===== config.mk =====
export PLATFORM = sky130hd
export DESIGN_NAME = alu_flat
export DESIGN_NICKNAME = d
export VERILOG_FILES = /design/src/rtl/alu_pkg.sv /design/src/rtl/alu_if.sv /design/src/rtl/alu_core.sv /design/src/rtl/alu.sv /design/src/flat_wrapper.sv
export SDC_FILE = /design/constraint.sdc
export NUM_CORES = 1
export LEC_CHECK = 0
export BUFFER_PORTS_ARGS = -buffer_cell sky130_fd_sc_hd__buf_4
export CAP_MARGIN = 20
export CELL_PAD_IN_SITES_DETAIL_PLACEMENT = 1
export CELL_PAD_IN_SITES_GLOBAL_PLACEMENT = 1
export CORE_MARGIN = 2
export CORE_UTILIZATION = 41
export CTS_BUF_LIST = sky130_fd_sc_hd__clkbuf_16
export DETAILED_ROUTE_END_ITERATION = 8
export PLACE_DENSITY = 0.76
export SETUP_SLACK_MARGIN = 0.2
export SYNTH_ARGS = -nofsm -noshare
export SYNTH_HDL_FRONTEND = slang
export SYNTH_HIERARCHICAL = 1
export SYNTH_SLANG_ARGS = --single-unit

===== constraint.sdc =====
create_clock -name clk -period 1.05 [get_ports clk]
set_input_delay 0.1575 -clock clk [delete_from_list [all_inputs] [get_ports clk]]
set_output_delay 0.1575 -clock clk [all_outputs]
set_load 0.05 [all_outputs]

===== src/rtl/alu_pkg.sv =====
// Shared definitions for the registered 6-bit ALU: operand width and operation encoding.
package alu_pkg;

  localparam int ALU_W = 6;

  typedef enum logic [1:0] {
    OP_ADD = 2'b00,
    OP_SUB = 2'b01,
    OP_MUL = 2'b10,
    OP_AND = 2'b11
  } alu_op_e;

endpackage


===== src/rtl/alu_if.sv =====
// Operand/result bundle between the controller (master) and the ALU (slave).
interface alu_if
  import alu_pkg::*;
#(
  parameter int WIDTH = ALU_W
);

  logic [WIDTH-1:0]   A;
  logic [WIDTH-1:0]   B;
  logic [1:0]         alu_sel;
  logic               carry_in;
  logic [2*WIDTH-1:0] result;
  logic               carry_out;

  modport master (
    output A,
    output B,
    output alu_sel,
    output carry_in,
    input  result,
    input  carry_out
  );

  modport slave (
    input  A,
    input  B,
    input  alu_sel,
    input  carry_in,
    output result,
    output carry_out
  );

endinterface


===== src/rtl/alu_core.sv =====
// Combinational ALU datapath: shared add/subtract, full multiplier and AND array,
// selected by the operation code.
module alu_core
  import alu_pkg::*;
#(
  parameter int WIDTH = ALU_W
) (
  input  logic [WIDTH-1:0]   a_i,
  input  logic [WIDTH-1:0]   b_i,
  input  alu_op_e            op_i,
  input  logic               carry_in_i,
  output logic [2*WIDTH-1:0] next_result_o,
  output logic               next_carry_o
);

  logic             is_sub;
  logic [WIDTH-1:0] b_eff;
  logic             cin_eff;
  logic [WIDTH:0]   addsub;
  logic [2*WIDTH-1:0] product;
  logic [WIDTH-1:0] and_v;

  // A - B - bin == A + ~B + ~bin; the adder's carry-out is then the inverse of the borrow.
  assign is_sub  = (op_i == OP_SUB);
  assign b_eff   = is_sub ? ~b_i : b_i;
  assign cin_eff = is_sub ? ~carry_in_i : carry_in_i;
  assign addsub  = {1'b0, a_i} + {1'b0, b_eff} + {{WIDTH{1'b0}}, cin_eff};

  assign product = {{WIDTH{1'b0}}, a_i} * {{WIDTH{1'b0}}, b_i};
  assign and_v   = a_i & b_i;

  // NOTE: every output gets a default before the case, so no path leaves it unassigned (no latch).
  always_comb begin
    next_result_o = '0;
    next_carry_o  = 1'b0;
    case (op_i)
      OP_ADD: begin
        next_result_o[WIDTH-1:0] = addsub[WIDTH-1:0];
        next_carry_o             = addsub[WIDTH];
      end
      OP_SUB: begin
        next_result_o[WIDTH-1:0] = addsub[WIDTH-1:0];
        next_carry_o             = ~addsub[WIDTH];
      end
      OP_MUL: next_result_o = product;
      OP_AND: next_result_o[WIDTH-1:0] = and_v;
      default: ;
    endcase
  end

endmodule


===== src/rtl/alu.sv =====
// Registered ALU top: combinational core followed by one output register stage
// with asynchronous active-low clear.
module alu
  import alu_pkg::*;
#(
  parameter int WIDTH = ALU_W
) (
  input  logic clk,
  input  logic rst_n,
  alu_if.slave bus
);

  logic [2*WIDTH-1:0] result_d;
  logic [2*WIDTH-1:0] result_q;
  logic               carry_d;
  logic               carry_q;

  alu_core #(
    .WIDTH (WIDTH)
  ) u_core (
    .a_i           (bus.A),
    .b_i           (bus.B),
    .op_i          (alu_op_e'(bus.alu_sel)),
    .carry_in_i    (bus.carry_in),
    .next_result_o (result_d),
    .next_carry_o  (carry_d)
  );

  // NOTE: registers use non-blocking assignments so every flop samples pre-edge values.
  always_ff @(posedge clk or negedge rst_n) begin
    if (!rst_n) begin
      result_q <= '0;
      carry_q  <= 1'b0;
    end else begin
      result_q <= result_d;
      carry_q  <= carry_d;
    end
  end

  assign bus.result    = result_q;
  assign bus.carry_out = carry_q;

  // An unknown operation select has no defined result.
  a_sel_known: assert property (@(posedge clk) disable iff (!rst_n) !$isunknown(bus.alu_sel));

endmodule


===== src/flat_wrapper.sv =====
// flat-port wrapper written by rule: the top's interface ports become plain ports
module alu_flat import alu_pkg::*;
#(
  parameter int WIDTH = ALU_W
)
  (clk, rst_n, bus_A, bus_B, bus_alu_sel, bus_carry_in, bus_result, bus_carry_out);
  alu_if #(.WIDTH(WIDTH)) bus_i ();
  input  logic clk;
  input  logic rst_n;
  input wire logic [$bits(bus_i.A)-1:0] bus_A;
  input wire logic [$bits(bus_i.B)-1:0] bus_B;
  input wire logic [$bits(bus_i.alu_sel)-1:0] bus_alu_sel;
  input wire logic [$bits(bus_i.carry_in)-1:0] bus_carry_in;
  output wire logic [$bits(bus_i.result)-1:0] bus_result;
  output wire logic [$bits(bus_i.carry_out)-1:0] bus_carry_out;
  assign bus_i.A = bus_A;
  assign bus_i.B = bus_B;
  assign bus_i.alu_sel = bus_alu_sel;
  assign bus_i.carry_in = bus_carry_in;
  assign bus_result = bus_i.result;
  assign bus_carry_out = bus_i.carry_out;
  alu #(.WIDTH(WIDTH)) u_core (.clk(clk), .rst_n(rst_n), .bus(bus_i));
endmodule

After elaboration in Yosys (flattened, before gate mapping)
Cells that the tools add are included.
{"block": "word_totals", "register_bits": 13, "out_inout_bits": 13, "in_bits": 17, "elab_cells": 19}
{"block": "classes", "n_eq_ne": 3, "n_bitwise": 4, "n_mux": 5, "addsub": 2, "mul": 1, "n_reduce_logical": 2}
{"cell": "$pmux W6 S3", "count": 1}
{"cell": "$mul A6 B6 Y12", "count": 1}
{"cell": "$mux W6", "count": 2}
{"cell": "$add A6 B6 Y7", "count": 1}
{"cell": "$add A7 B1 Y7", "count": 1}
{"cell": "$and A6 B6 Y6", "count": 1}
{"cell": "$not A6 Y6", "count": 1}
{"cell": "$eq A2 B2 Y1 const B", "count": 2}
{"cell": "$eq A2 B1 Y1 const B", "count": 1}
{"cell": "$logic_not A2 Y1", "count": 1}
{"cell": "$not A1 Y1", "count": 2}
{"cell": "$pmux W1 S2", "count": 1}
{"cell": "$reduce_or A2 Y1", "count": 1}
{"cell": "$mux W1", "count": 1}

Longest topological paths before layout
Gate-level depths: netlist (run 1).
{"block": "depth", "ltp_word": 6, "depth_mapped": 13, "ltp_nobuf": 12}

Hierarchy
Netlist (run 1), hierarchy kept.
{"mod": "alu_core", "n_inst": 1, "seq_area_each_um2": 0.0, "area_per_inst_um2": 1632.8, "cells_each": 207}
{"mod": "alu", "n_inst": 1, "seq_area_each_um2": 325.3, "area_per_inst_um2": 325.3, "cells_each": 13}

Least setup slack after synthesis (run 1)
OpenSTA, ideal clock, no wires.
{"block": "synth_timing", "path_kind": "input to register", "startpoint": "in bus_B[5]", "endpoint": "reg u_core.result_q[9] (netlist: u_core/bus.result[9])", "slack_ns": -2.337, "setup_time_ns": 0.069, "cell_stages": 11, "path_buffers": 1, "required_time_ns": 0.981, "t_arrival_ns": 3.318, "cell_sequence": "clkbuf_1 nand2_1 fa_1 fa_1 fa_1 inv_1 ha_1 nor2b_4 o31a_1 or4_1 nand3_1"}
{"block": "synth_between", "elab_chain_cells": 2}
{"element": "start, declared", "line": "flat_wrapper.sv:11", "text": "input wire logic [$bits(bus_i.B)-1:0] bus_B;"}
{"element": "$mul A6 B6 Y12", "line": "alu_core.sv:29", "text": "assign product = {{WIDTH{1'b0}}, a_i} * {{WIDTH{1'b0}}, b_i};"}
{"element": "$mux W6", "line": "alu_core.sv:36", "text": "case (op_i)"}
{"element": "named net u_core.result_d[9]", "line": "alu.sv:13", "text": "logic [2*WIDTH-1:0] result_d;"}
{"element": "end signal, assigned", "line": "alu.sv:35", "text": "result_q <= result_d;"}
{"element": "end, declared", "line": "alu.sv:14", "text": "logic [2*WIDTH-1:0] result_q;"}
The timed path passes the listed nets, and every way through them passes these cells.

Worst setup path in the final report (run 1)
{"block": "layout_timing", "startpoint": "in bus_B[1]", "endpoint": "reg u_core.result_q[9] (netlist: u_core/bus.result[9])"}
Same word-level chain as after synthesis.

==> results of run 1 <==
[cells by family (layout without fill, tap and decap cells)]
family	after synthesis	count (layout)	share of synthesized area (%)
AND/OR/NAND/NOR	72	72	20.19
XOR/XNOR	10	10	4.473
flip-flops	13	13	16.61
adder cells (fa/ha/maj)	44	44	35.40
AO/OA/AOI/OAI	38	38	13.74
buffers and inverters	39	128	7.539
multiplexers	4	4	2.045
[registers in the layout, indices dropped and copies added, names as in the netlist]
name / cells
u_core/bus.result: 12
u_core/bus.carry_out: 1
[Yosys cell counts (2+ instances only)]
cell type	number	area share [%]
nand2_1	22	4.2
xor2_1	4	1.8
clkbuf_1	4	0.77
nor2b_4	2	1.4
o21ai_0	7	1.8
nor3_1	3	0.77
nor2b_1	2	0.64
o311ai_0	2	0.89
nor2_1	6	1.2
and2_1	16	5.1
nor3b_1	3	1.2
or4_1	4	1.5
inv_1	33	6.3
o21a_1	6	2.3
o211ai_1	3	1.2
nand3_1	5	1.3
a211oi_1	4	1.5
nand2b_1	6	1.9
xnor2_1	6	2.7
a21oi_1	4	1.0
a21o_1	2	0.77
ha_1	25	16
mux2i_1	4	2.0
fa_1	19	19
o31a_1	3	1.3
dfrtp_1	13	17
[area by class of cell]
| type | instances | area, um2 | share of cell area [%] |
|---|---|---|---|
| clock inverters | 1 | 3.754 | 0.1132 |
| flip-flops and latches | 13 | 325.3 | 9.811 |
| inverters | 33 | 123.9 | 3.736 |
| multi-input cells | 168 | 1853 | 55.89 |
| well taps | 54 | 67.56 | 2.038 |
| clock buffers | 3 | 75.07 | 2.264 |
| repair buffers | 91 | 867.1 | 26.15 |
[metrics by stage]
stage / setup slack (ps) / utilization, % / instances / setup TNS [ps] / total power, mW
6_report: -1964 / 71.14 / 363 / -17620 / 5.240
5_1_grt: -2022 / 71.14 / 363 / -18200 / 5.388
4_1_cts: -1760 / 67.87 / 357 / -15970 / 4.463
3_5_place_dp: -2164 / 57.42 / 341 / -20190 / 3.160
3_3_place_gp: -2131 / 57.42 / 341 / -19760 / 3.046
2_1_floorplan: -1960 / - / 220 / -17150 / 2.284
[worst min path at each step]
stage	end	slack, ps	cells after the start
2_1_floorplan	u_core/bus.carry_out	-140	0
3_3_place_gp	u_core/bus.result[8]	10	1
3_5_place_dp	u_core/bus.result[8]	20	1
4_1_cts	u_core/bus.result[8]	290	2
5_1_grt	u_core/bus.result[0]	320	2
6_report	u_core/bus.result[0]	300	2
[power by group through the flow]
stage	logic [mW]	registers [mW]	clock network (mW)
after CTS	3.06	0.651	0.754
final	3.79	0.663	0.789
after floorplan	1.28	1.00	0
after detailed placement	2.52	0.639	0
after global routing	3.93	0.666	0.789
after global placement	2.41	0.634	0
[per-layer routing]
metal / GRT usage (%) / vias to the layer above / part of all wire, %
li1: - / 912 / -
met1: 38.44 / 1134 / 38
met2: 58.46 / 136 / 50
met3: 3.315 / 57 / 4.8
met4: 17.70 / 0 / 6.9
met5: 0 / - / 0
[layout by cell type, fill, tap and decap left out, types with 4 or more instances in the layout]
cell type / n
mux2i_1: 4
ha_1: 14
nor2_1: 6
fa_2: 4
nand2_2: 6
and2_1: 14
nand2b_1: 5
buf_6: 29
o21a_1: 5
fa_1: 15
xnor2_1: 5
nand2_4: 4
ha_4: 11
nand2_1: 11
nand3_1: 5
buf_4: 54
inv_1: 27
dfrtp_1: 13
inv_2: 7
buf_12: 4
[timing repair]
| action | in CTS | in global routing |
|---|---|---|
| pin swaps | 24 | 11 |
| buffers inserted | 11 | 6 |
| resized for setup | 67 | 20 |
| setup endpoints to repair | 26 | 26 |
| endpoints found under the hold margin | 13 | 0 |
| hold buffers | 1 | 0 |
==> flow_summary.json, run 1 <==
{
  "status": "finished, violations left",
  "violations": "setup timing",
  "fill_cells": 477,
  "synth_edf_count": 0,
  "critPathArrivalTime_ps": 3200,
  "async_flop_share_pct": 100.0,
  "post_dp_cell_area_mm2": 0.002676,
  "synth_area_mm2": 0.001958,
  "p_leak_nw": 1.571,
  "layout.nets": 371,
  "slowest_stage": "fa_1",
  "cp_cell_sequence": "buf_6 -> nand2_2 -> fa_1 -> fa_1 -> fa_1 -> inv_2 -> ha_4 -> nor2b_4 -> o31a_1 -> or4_1 -> nand3_1",
  "area_growth_pct": 69.33,
  "firstDrtPassIters": 4,
  "synth_cells": 220,
  "crit_path_end_kind": "register",
  "synthDistinctLibCells": 38,
  "powerDensity_mw_per_mm2": 1580,
  "grt_pass1_wl_um": 12680,
  "die_h_um": 73.11,
  "clkPwrFrac_pct": 15.1,
  "finalSetupViolCount": 13,
  "setup.worst_path.start": "bus_B[1]",
  "track_usage_pct": 32.87,
  "syn_area_per_cell_um2": 8.901,
  "layout-drive-gt1-share_pct": 48.22,
  "crit_buf_inv": 2,
  "core_mm2": 0.004661,
  "antenna_found_initial": 0,
  "critPathMaxStageDelay_ps": 560,
  "drv_slew": 0,
  "crit_path_max_fanout": 5,
  "io_buffers": 29,
  "peakVddDrop_mv": 0.8370,
  "numClockSinks": 13,
  "wirelength_um": 10250,
  "fin_area_mm2": 0.003316,
  "seqPwrFrac_pct": 12.7,
  "cpMostUsedCell": "fa_1",
  "final_antenna_net_count": 0,
  "grt_max_degree": 16,
  "fp.dieW_um": 73.11,
  "fin_crit_sh_pct": 287.0,
  "max_freq_mhz": 331.8,
  "avgRoutedWirePerCell_um": 28.23,
  "diodes": 0,
  "overflow": 0,
  "intPower_mw": 2.861,
  "timing.hold.ws_ps": 296.8,
  "hpwl_um": 4740,
  "rsz0062_at_grt": "true",
  "cts_buffer_depth": 2,
  "slew_headroom_pct": 77.41,
  "critPathRequiredTime_ps": 1240,
  "synth_seq_cells": 13,
  "synthFlopType": "dfrtp_1",
  "start_util_pct": 42.01,
  "die-area_mm2": 0.005345,
  "switching_share_pct": 45.40,
  "num_rows": 25,
  "crit_cells": 11,
  "vias": 2239,
  "comb_power_share_pct": 72.3,
  "crit_end": "u_core/bus.result[9]",
  "hold_violations": 0,
  "worstHoldPathType": "primary input to asynchronous set/reset pin",
  "cp-start-kind": "primary input",
  "place_congestion": 0.8616,
  "worst_slack_ps": -1964,
  "worst_pin_slew_ps": 338.2,
  "cts_htree_levels": 1,
  "crit_family": "adder cells",
  "synth_nets": 281,
  "cts-root-buf": "clkbuf_16",
  "synth.yosys.warnings": 6,
  "period_minus_slack_ps": 3014,
  "cts_tree": "done",
  "io_pins": 30,
  "path_class": "primary input to register",
  "cts_made_buffers": 3,
  "drt_iter0_markers": 168,
  "grt_pass1_vias": 2344,
  "p_sw_mw": 2.379,
  "clk_pin_slew_ps": 60,
  "drv_cap": 0,
  "drc": 0,
  "viasPerCell": 6.168,
  "ys_seq_area_share_pct": 16.61
}
Note: power is estimated with default switching activity, not from simulation.
==> run 2, diff against run 1 <==
- SKIP_CTS_REPAIR_TIMING: default -> 1
==> flow_summary.json, run 2 (same netlist as run 1, synthesis figures left out) <==
{
  "peakVddDrop_mv": 0.7795,
  "cts_buffer_depth": 2,
  "powerDensity_mw_per_mm2": 1445,
  "crit_family": "adder cells",
  "area_growth_pct": 61.85,
  "core_mm2": 0.004661,
  "wirelength_um": 7470,
  "firstDrtPassIters": 4,
  "num_rows": 25,
  "grt_max_degree": 16,
  "start_util_pct": 42.01,
  "worst_pin_slew_ps": 400.3,
  "drv_cap": 0,
  "antenna_found_initial": 0,
  "clk_pin_slew_ps": 50,
  "cp_cell_sequence": "buf_12 -> buf_6 -> nand2_4 -> fa_1 -> inv_2 -> ha_4 -> inv_2 -> fa_1 -> buf_4 -> fa_2 -> buf_6 -> nor2b_4 -> o31a_1 -> or4_1 -> nand3_1",
  "cp-start-kind": "primary input",
  "clkPwrFrac_pct": 16.2,
  "p_leak_nw": 1.512,
  "critPathArrivalTime_ps": 3170,
  "largest_register_ffs": 12,
  "drc": 0,
  "layout-drive-gt1-share_pct": 45.51,
  "cts-root-buf": "clkbuf_16",
  "postLayoutCoreUtil_pct": 68.00,
  "crit_path_max_fanout": 6,
  "grt_pass1_vias": 1954,
  "die_h_um": 73.11,
  "hpwl_um": 4740,
  "intPower_mw": 2.623,
  "critPathMaxStageDelay_ps": 590,
  "critPathRequiredTime_ps": 1240,
  "drt_iter0_markers": 68,
  "die-area_mm2": 0.005345,
  "mostFrequentLayoutCell": "buf_4",
  "seqPwrFrac_pct": 14.4,
  "vias": 1941,
  "switching_share_pct": 42.73,
  "layout.nets": 363,
  "final_cell_mix": "53 x buf_4, 26 x inv_1, 23 x buf_6, 15 x and2_1, 15 x fa_1",
  "period_minus_slack_ps": 2985,
  "setup_tns_ps": -16950,
  "crit_path_end_kind": "register",
  "rsz0062_at_grt": "true",
  "fill_cells": 500,
  "place_congestion": 0.8616,
  "hold_violations": 0,
  "cts_made_buffers": 3,
  "status": "finished, violations left",
  "violations": "setup timing",
  "power_mw": 4.581,
  "cts_htree_levels": 1,
  "fin_crit_sh_pct": 284.3,
  "grt_pass1_wl_um": 9280,
  "p_sw_mw": 1.957,
  "path_class": "primary input to register",
  "track_usage_pct": 22.73,
  "diodes": 0,
  "io_pins": 30,
  "viasPerCell": 5.468,
  "max_freq_mhz": 335.0,
  "worst_slack_ps": -1935,
  "slew_headroom_pct": 73.11,
  "fp.dieW_um": 73.11,
  "slowest_stage": "fa_1",
  "comb_power_share_pct": 69.4,
  "final_antenna_net_count": 0,
  "avgRoutedWirePerCell_um": 21.04,
  "worstHoldPathType": "primary input to asynchronous set/reset pin",
  "drv_slew": 0,
  "numClockSinks": 13,
  "io_buffers": 29,
  "overflow": 0,
  "crit_buf_inv": 6,
  "cts_tree": "done",
  "finalSetupViolCount": 13
}
[run 2: cell count changes in the layout (fill, tap and decap cells not counted), sizes merged]
cell / before / now
buf: 90 / 82
[run 2: metrics by stage]
stage                     hold WS (ps)  area, um2  std cells  setup WS [ps]
final                            293.6       3169        355          -1935
after global routing             317.3       3169        355          -1990
after CTS                       -253.1       2755        345          -1901
after detailed placement         15.05       2676        341          -2164
after global placement           10.46       2676        341          -2131
after floorplan                 -138.1       2137        220          -1960
[run 2: layout make-up]
type	instances	area, um2	area share, %
multi-input combinational	168	1802	56.85
sequential	13	325.3	10.26
clock buffer	3	75.07	2.369
timing repair buffer	83	772.0	24.36
tap	54	67.56	2.132
inverter	33	123.9	3.908
clock inverter	1	3.754	0.1184
[run 2: path summary, 6_finish.rpt]
kind                          start                    to  slack [ps]  cells after the start
max                        bus_A[2]  u_core/bus.result[9]       -1930                     15
min in group clk           bus_A[0]  u_core/bus.result[0]         320                      4
min                           rst_n  u_core/bus.result[6]         290                      2
max in group asynchronous     rst_n  u_core/bus.result[2]         580                      2
[run 2: routing by layer]
| layer | vias to the layer above | track usage (%) | wire, um |
|---|---|---|---|
| li1 | 898 | - | - |
| met1 | 983 | 30.44 | 3039 |
| met2 | 48 | 38.84 | 4068 |
| met3 | 12 | 1.796 | 228 |
| met4 | 0 | 6.996 | 134 |
| met5 | - | 0 | 0 |
[run 2: power groups by stage]
stage               combinational [mW]  sequential (mW)  clock (mW)
floorplan                         1.28             1.00           0
global placement                  2.41            0.634           0
detailed placement                2.52            0.639           0
CTS                               2.54            0.632       0.754
global route                      3.39            0.662       0.778
finish                            3.18            0.658       0.744
==> run 3, diff against run 2 <==
- CORE_ASPECT_RATIO: default -> 1.5
==> flow_summary.json, run 3 (same netlist as run 1, synthesis figures left out) <==
{
  "status": "finished, violations left",
  "violations": "setup timing",
  "critPathMaxStageDelay_ps": 590,
  "switching_share_pct": 43.52,
  "die-area_mm2": 0.005356,
  "clkPwrFrac_pct": 16.3,
  "rsz0062_at_grt": "true",
  "cp_cell_sequence": "buf_12 -> buf_6 -> nand2_4 -> fa_1 -> inv_2 -> ha_4 -> inv_2 -> fa_1 -> buf_4 -> fa_2 -> buf_6 -> nor2b_4 -> o31a_1 -> or4_1 -> nand3_1",
  "hpwl_um": 5047,
  "place_congestion": 0.8267,
  "cts_made_buffers": 3,
  "p_sw_mw": 2.002,
  "drv_slew": 0,
  "mostFrequentLayoutCell": "buf_4",
  "fill_cells": 502,
  "io_pins": 30,
  "final_cell_mix": "61 x buf_4, 25 x inv_1, 24 x buf_6, 15 x fa_1, 15 x ha_1",
  "crit_family": "adder cells",
  "cts_buffer_depth": 2,
  "worstHoldPathType": "primary input to asynchronous set/reset pin",
  "track_usage_pct": 25.74,
  "numClockSinks": 13,
  "finalSetupViolCount": 13,
  "crit_buf_inv": 6,
  "drt_iter0_markers": 110,
  "cts-root-buf": "clkbuf_16",
  "path_class": "primary input to register",
  "worst_slack_ps": -2052,
  "intPower_mw": 2.599,
  "viasPerCell": 5.509,
  "drc": 0,
  "overflow": 0,
  "diodes": 0,
  "io_buffers": 29,
  "cts_htree_levels": 1,
  "avgRoutedWirePerCell_um": 21.84,
  "die_h_um": 88.64,
  "critPathRequiredTime_ps": 1230,
  "fin_crit_sh_pct": 295.5,
  "wirelength_um": 8101,
  "seqPwrFrac_pct": 14.3,
  "clk_pin_slew_ps": 50,
  "cp-start-kind": "primary input",
  "cts_tree": "done",
  "slowest_stage": "fa_1",
  "max_freq_mhz": 322.3,
  "antenna_found_initial": 0,
  "largest_register_ffs": 12,
  "period_minus_slack_ps": 3102,
  "peakVddDrop_mv": 0.8566,
  "crit_cells": 15,
  "seq_area_um2": 325.3,
  "instances_no_fill": 371,
  "area_growth_pct": 62.68,
  "multi_input_area_mm2": 0.001778,
  "crit_path_end_kind": "register",
  "crit_end": "u_core/bus.result[9]",
  "firstDrtPassIters": 4,
  "worst_pin_slew_ps": 307.3,
  "vias": 2044,
  "fp.dieW_um": 60.43,
  "hold_violations": 0,
  "slew_headroom_pct": 79.19,
  "grt_max_degree": 16,
  "critPathArrivalTime_ps": 3280,
  "grt_pass1_wl_um": 10090,
  "layout-drive-gt1-share_pct": 45.93,
  "setup.worst_path.start": "bus_A[2]",
  "start_util_pct": 42.76,
  "num_rows": 30,
  "drv_cap": 0,
  "comb_power_share_pct": 69.5,
  "dp.cells": 355,
  "final_antenna_net_count": 0,
  "p_leak_nw": 1.530,
  "core_mm2": 0.004579,
  "setup_tns_ps": -18120,
  "layout.nets": 369,
  "powerDensity_mw_per_mm2": 1444,
  "grt_pass1_vias": 2105,
  "crit_path_max_fanout": 6
}
[run 3: cell count changes in the layout (fill, tap and decap cells not counted), moves of 2 or more]
cell	change
nand2_1	+2
and2_4	+3
and2_1	-3
buf_4	+8
buf_8	-3
ha_4	-2
[run 3: layer usage]
metal	vias to the layer above	GRT usage, %	routed length, um
met4	0	8.893	225
met3	21	2.485	259
met5	-	0	0
li1	907	-	-
met2	64	51.98	4681
met1	1052	26.11	2935
[run 3: worst min-delay path by stage]
stage,end,cells past startpoint,from
floorplan,u_core/bus.carry_out,0,rst_n
global placement,u_core/bus.carry_out,1,rst_n
detailed placement,u_core/bus.carry_out,1,rst_n
CTS,u_core/bus.carry_out,1,rst_n
global route,u_core/bus.result[5],2,rst_n
finish,u_core/bus.result[5],2,rst_n
[run 3: metrics by stage]
step / total power [mW] / hold slack (ps) / setup slack (ps) / utilization (%) / instance area, um2
finish: 4.601 / 311.8 / -2052 / 69.56 / 3186
CTS: 4.016 / -250.4 / -1987 / 61.12 / 2799
global route: 4.847 / 313.9 / -2080 / 69.56 / 3186
detailed placement: 3.204 / 15.40 / -2222 / 59.37 / 2719
global placement: 3.117 / 13.63 / -2144 / 59.37 / 2719
floorplan: 2.284 / -138.1 / -1960 / - / 2137
[run 3: power by group through the flow]
stage                     Clock [mW]  Combinational (mW)  Sequential [mW]
after floorplan                    0                1.28             1.00
after global placement             0                2.48            0.635
after detailed placement           0                2.57            0.638
after CTS                      0.763                2.62            0.630
after global routing           0.776                3.41            0.665
final                          0.749                3.20            0.656
[run 3: cell type report]
cell class | count | area share [%]
inverter | 33 | 3.888
multi-input combinational | 168 | 55.81
clock buffer | 3 | 2.357
tap | 64 | 2.514
sequential | 13 | 10.21
clock inverter | 1 | 0.1571
timing repair buffer | 89 | 25.06
